$ cat src/rtl/obstacle_pkg.sv
// ---------------------------------------------------------------------------
// obstacle_pkg
//
// Purpose : Shared constants and types for the obstacle lane generator.
//
// Contents:
//   OBST_WIDTH_DEFAULT   - default number of lane cells
//   OBST_MIN_GAP_DEFAULT - default minimum empty cells between inserted obstacles
//   obst_lane_t          - lane map type at the default width
//
// Configuration macro: OBSTACLE_MIN_GAP_EN (consumed by obstacle_spawn_gate).
// ---------------------------------------------------------------------------
package obstacle_pkg;

    localparam int unsigned OBST_WIDTH_DEFAULT   = 10;
    localparam int unsigned OBST_MIN_GAP_DEFAULT = 2;

    // Bit 0 is the spawn cell; bit OBST_WIDTH_DEFAULT-1 is the last cell before exit.
    typedef logic [OBST_WIDTH_DEFAULT-1:0] obst_lane_t;

endpackage

$ cat src/rtl/obstacle_spawn_gate.sv
// ---------------------------------------------------------------------------
// obstacle_spawn_gate
//
// Purpose : Decides whether a requested obstacle is actually inserted into
//           the spawn cell on the next enabled shift.
//
// Ports:
//   rng_in - request bit, 1 asks for a new obstacle
//   lane   - current registered lane map (bit 0 = most recent cell)
//   ins    - qualified insert bit
//
// Configuration macro: OBSTACLE_MIN_GAP_EN
//   defined   : a request is granted only when the MIN_GAP most recently
//               shifted-in cells are all empty; a refused request is dropped
//   undefined : every request is granted and MIN_GAP is unused
//
// Purely combinational; the caller registers the result.
// ---------------------------------------------------------------------------
module obstacle_spawn_gate
    import obstacle_pkg::*;
#(
    parameter int unsigned WIDTH   = OBST_WIDTH_DEFAULT,
    parameter int unsigned MIN_GAP = OBST_MIN_GAP_DEFAULT
) (
    input  logic             rng_in,
    input  logic [WIDTH-1:0] lane,
    output logic             ins
);

`ifdef OBSTACLE_MIN_GAP_EN

    if (MIN_GAP < 1 || MIN_GAP > WIDTH - 1) begin : g_bad_gap
        $error("obstacle_spawn_gate: MIN_GAP must be in 1..WIDTH-1");
    end

    logic recent_clear;

    // Only the youngest MIN_GAP cells matter; anything older already has the gap.
    assign recent_clear = (lane[MIN_GAP-1:0] == '0);
    assign ins          = rng_in & recent_clear;

`else

    // Lane is not needed without gap qualification.
    logic unused_lane;

    assign unused_lane = ^lane;
    assign ins         = rng_in;

`endif

endmodule

$ cat src/rtl/obstacle_generator.sv
// ---------------------------------------------------------------------------
// obstacle_generator
//
// Purpose : Obstacle lane shift register. Each enabled clock shifts the lane
//           one cell towards the exit and fills the spawn cell with the
//           qualified insert bit. The oldest cell falls off the end, so each
//           obstacle is visible for exactly WIDTH enabled cycles.
//
// Ports:
//   clk       - rising-edge clock
//   rst       - synchronous, active-high reset; clears the lane, beats en
//   en        - advance enable; when low the lane holds and rng_in is ignored
//   rng_in    - request bit for a new obstacle this cycle
//   obstacles - registered lane map, bit 0 = spawn cell, 1 = obstacle
//
// Configuration macro: OBSTACLE_MIN_GAP_EN (see obstacle_spawn_gate).
//
// The lane register is the only state; gap qualification is derived from it.
// ---------------------------------------------------------------------------
module obstacle_generator
    import obstacle_pkg::*;
#(
    parameter int unsigned WIDTH   = OBST_WIDTH_DEFAULT,
    parameter int unsigned MIN_GAP = OBST_MIN_GAP_DEFAULT
) (
    input  logic             clk,
    input  logic             rst,
    input  logic             en,
    input  logic             rng_in,
    output logic [WIDTH-1:0] obstacles
);

    logic [WIDTH-1:0] lane_q;
    logic [WIDTH-1:0] lane_d;
    logic             ins;

    obstacle_spawn_gate #(
        .WIDTH   (WIDTH),
        .MIN_GAP (MIN_GAP)
    ) u_spawn_gate (
        .rng_in (rng_in),
        .lane   (lane_q),
        .ins    (ins)
    );

    always_comb begin
        lane_d = lane_q;
        if (en) begin
            lane_d = {lane_q[WIDTH-2:0], ins};
        end
    end

    always_ff @(posedge clk) begin
        if (rst) begin
            lane_q <= '0;
        end else begin
            lane_q <= lane_d;
        end
    end

    // Straight from the flops: no input reaches the output combinationally.
    assign obstacles = lane_q;

endmodule

$ cat config.mk
export PLATFORM = sky130hd
export DESIGN_NAME = obstacle_generator
export DESIGN_NICKNAME = d
export VERILOG_FILES = /design/src/rtl/obstacle_pkg.sv /design/src/rtl/obstacle_spawn_gate.sv /design/src/rtl/obstacle_generator.sv
export SDC_FILE = /design/constraint.sdc
export NUM_CORES = 1
export LEC_CHECK = 0
export BUFFER_PORTS_ARGS = -buffer_cell sky130_fd_sc_hd__buf_2
export CORE_AREA = 2 2 39 41
export DETAILED_ROUTE_END_ITERATION = 16
export DIE_AREA = 0 0 41 43
export PLACE_DENSITY_LB_ADDON = 0.1
export SETUP_SLACK_MARGIN = 0.4
export SYNTH_ARGS = -nofsm -noshare
export SYNTH_HDL_FRONTEND = slang
export SYNTH_HIERARCHICAL = 1
export SYNTH_SLANG_ARGS = --single-unit
$ cat constraint.sdc
create_clock -name clk -period 1.6 [get_ports clk]
set_input_delay 0.32 -clock clk [delete_from_list [all_inputs] [get_ports clk]]
set_output_delay 0.32 -clock clk [all_outputs]
set_load 0.02 [all_outputs]
# After elaboration in Yosys (flattened, before gate mapping)
# Cells that the tools add are included.
[word_totals]
in_bits = 4
out_inout_bits = 10
word_cells = 1
ff_bits = 10

# Longest topological paths before layout
[logic_depth]
word_depth = 0
mapped_depth = 3
mapped_depth_nobuf = 2

# Hierarchy
# Netlist, hierarchy kept.
[modules_own_cells]
columns = ["mod", "instances", "seq_area_each_um2", "area_each_um2", "cells_per_inst"]
rows = [
  ["obstacle_generator", 1, 200.2, 352.8, 32],
  ["obstacle_spawn_gate", 1, 0.0, 7.5, 1],
]

# Worst setup path after synthesis
# OpenSTA, ideal clock, no wires.
[synth_path]
kind = "input to register"
startpoint = "input en"
endpoint = "register lane_q[1], in the netlist obstacles[1]"
slack_ns = 0.800
cell_stages = 3
n_path_buf = 1
required_ns = 1.472
setup_ns = 0.128
t_arrival_ns = 0.673
path_cell_list = "buf_6 > mux2i_1 > nor2_1"
[synth_rtl]
columns = ["item", "line", "rtl"]
rows = [
  ["start: declaration", "obstacle_generator.sv:28", "input logic en,"],
  ["end signal: assignment", "obstacle_generator.sv:57", "lane_q <= lane_d;"],
  ["end: declaration", "obstacle_generator.sv:33", "logic [WIDTH-1:0] lane_q;"],
]

# Final worst setup path
[layout_path]
startpoint = "register lane_q[4], in the netlist obstacles[4]"
endpoint = "output obstacles[4]"
[layout_rtl]
columns = ["item", "line", "rtl"]
rows = [
  ["end: declaration", "obstacle_generator.sv:30", "output logic [WIDTH-1:0] obstacles"],
]
# No word-level cell between the ends.

==> results.py <==
metrics = {
    "power": {
        "p_per_area_nw_per_um2": 990,
        "power_leakage_nw": 0.235,
        "power.ir.vdd_worst_v": 0.000378,
    },
    "timing": {
        "clock-skew-final_ns": 0.00267,
        "fin_hold_ws_ns": 0.318,
        "rsz0062_at_grt": "false",
        "final-setup-viol-count": 0,
        "setup_total_negative_slack_ns": 0,
        "relSlewSlack_pct": 81.3,
        "timing.fmax_ghz": 0.905,
        "slew_violations": 0,
        "layout_worst_path_cycle_share_pct": 69.1,
        "worst_pin_slew_ns": 0.280,
        "hold_violations_final": 0,
        "timing.final.crit_period_ns": 1.10,
    },
    "synth": {
        "synth.top_cells.by_area": "sky130_fd_sc_hd__dfxtp_1 56%, sky130_fd_sc_hd__mux2i_1 28%, sky130_fd_sc_hd__nor2_1 10%, sky130_fd_sc_hd__buf_6 3.1%, sky130_fd_sc_hd__buf_4 2.1%",
        "synth-async-reset-ratio_pct": 0,
        "ys.warnings.count": 6,
        "synth_area_leader_cell": "sky130_fd_sc_hd__dfxtp_1",
        "synth-seq-cells": 10,
        "yosysSeqAreaShare_pct": 55.6,
        "synth_ff_type": "sky130_fd_sc_hd__dfxtp_1",
        "post_synth_most_frequent_cells": "10 x sky130_fd_sc_hd__dfxtp_1, 10 x sky130_fd_sc_hd__mux2i_1, 10 x sky130_fd_sc_hd__nor2_1",
        "synth.cell_area_um2": 360,
        "synth_cell_type_count": 6,
        "instance_count_of_the_mapped_netlist": 33,
        "number_of_enable_type_register_cells_in_the_synthesized_netlist": 0,
        "post_syn_nets": 37,
        "syn_area_per_cell_um2": 10.9,
        "synth.top_cell.area_share_pct": 55.6,
    },
    "final_layout": {
        "flip_flop_count_of_the_largest_register_after_layout": 10,
        "final_layout_size_suffix_gt1_share_pct": 34.8,
        "flow.area_growth_from_synthesis_pct": 23.6,
        "insertedDiodeCount": 0,
        "fin_nets": 52,
    },
    "die": {
        "die-height_um": 43,
        "die_x_extent_um": 41,
        "num_rows": 14,
        "io-pin-count": 14,
        "fp.dieArea_um2": 1760,
        "fp.coreArea_um2": 1380,
        "initial_core_util_pct": 26.0,
    },
    "clock_tree": {
        "cts_post_setup_buffers_inserted": 0,
        "clock_tree.buffer_depth": 2,
        "clkLatencyLatePin_ns": 0.25,
        "clkTransAtPathRegs_ns": 0.06,
        "cts_hold_buf": 0,
        "clockRootBuffer": "sky130_fd_sc_hd__clkbuf_4",
        "clock_sink_count": 10,
        "cts-htree-levels": 1,
        "cts-resized-gates": 0,
        "cts_tree": "yes",
        "cts_buffers": 3,
    },
    "setup_path": {
        "criticalPathCategory": "reg2out",
        "critical_path_peak_fanout": 3,
        "crit_family": "flip-flops",
        "cp_launch_type": "flip-flop",
        "worst_setup_path_end_kind": "output port",
        "cp.arrival_ns": 0.78,
        "r2r.worst_path.cells": 2,
        "cpPeakStageDelay_ns": 0.36,
        "worst-r2r-setup-slack_ns": 0.98,
        "cp_data_required_time_ns": 1.28,
        "timing.critical_path.cells": "buf_2",
        "worst_path_max_delay_cell": "sky130_fd_sc_hd__dfxtp_1",
        "worstReg2RegEnd": "obstacles[6]",
        "path_buf_inv": 1,
        "r2r_start": "obstacles[5]",
    },
    "global_routing": {
        "grt_overflow_total": 0,
        "grt_max_degree": 11,
        "grt_pass1_wl_um": 972,
        "globalRouteTotalUtil_pct": 8.86,
        "antenna_found_initial": 0,
        "first_global_vias": 243,
    },
    "min_path": {
        "hold_end": "obstacles[0]",
        "startpoint_of_the_tightest_hold_check_path": "rng_in",
        "min_path_type": "in2reg",
        "hold_path_depth": 3,
    },
    "place": {
        "hpwl_um": 486,
        "numPortBuffers": 13,
        "place.gp.congestion": 0.594,
    },
    "route": {
        "route.detailed.drc": 0,
        "firstDrtPassIters": 4,
        "routed_wirelength_normalized_by_instance_count_um": 10.1,
        "vias": 273,
        "detail_route.iter0.violations": 4,
        "detail_route.wirelength_um": 628,
        "routed_vias_inst": 4.40,
        "route.antenna.remaining_nets": 0,
    },
    "run": {
        "max_cap_violations": 0,
    },
    "outcome": {
        "run_status": "complete, no violations",
    },
}
-- per-layer routing --
| metal | part of all wire (%) | track usage, % | vias to the layer above |
|---|---|---|---|
| li1 | - | - | 134 |
| met1 | 46 | 11.7 | 130 |
| met2 | 46 | 9.69 | 9 |
| met3 | 8.1 | 3.14 | 0 |
| met4 | 0 | 10.0 | 0 |
| met5 | 0 | 0 | - |
-- where the power goes --
part	switching [mW]	total [mW]	internal, mW
Combinational	0.0162	0.0276	0.0114
Clock	0.0731	0.159	0.0862
Sequential	0.00215	0.254	0.252
-- worst max-delay path by stage --
stage | slack, ns | to | startpoint | cells after the start
3_3_place_gp | 0.63 | obstacles[6] | en | 3
4_1_cts | 0.47 | obstacles[4] | obstacles[4] | 1
5_1_grt | 0.45 | obstacles[0] | obstacles[0] | 1
6_report | 0.50 | obstacles[4] | obstacles[4] | 1
3_5_place_dp | 0.60 | obstacles[6] | en | 3
2_1_floorplan | 0.80 | obstacles[1] | en | 3
-- kinds of logic after synthesis --
group,Yosys count,share of synthesized area (%)
AND/OR/NAND/NOR,10,10.4
buffers and inverters,3,6.25
flip-flops,10,55.6
multiplexers,10,27.8
-- metrics by stage --
step                      utilization, %  setup WS [ns]  instance area, um^2  total power, mW  cells
after global placement              30.6          0.627                  423            0.287     59
after floorplan                        -          0.800                  360            0.283     33
after CTS                           32.2          0.474                  445            0.454     62
after detailed placement            30.6          0.595                  423            0.288     59
after global routing                32.2          0.453                  445            0.463     62
final                               32.2          0.495                  445            0.441     62
-- layout by cell type (no fill, tap or decap), drive strengths merged --
| cell type | count |
|---|---|
| buf | 13 |
| mux2i | 10 |
| nor2 | 10 |
| dfxtp | 10 |
| clkbuf | 3 |
-- area by class of cell --
cell class | count | area [um^2]
fillers | 159 | 938
flip-flops and latches | 10 | 200
multi-input cells | 20 | 138
repair buffers | 13 | 65.1
well taps | 16 | 20.0
clock buffers | 3 | 22.5
Note: power is estimated with default switching activity, not from simulation.
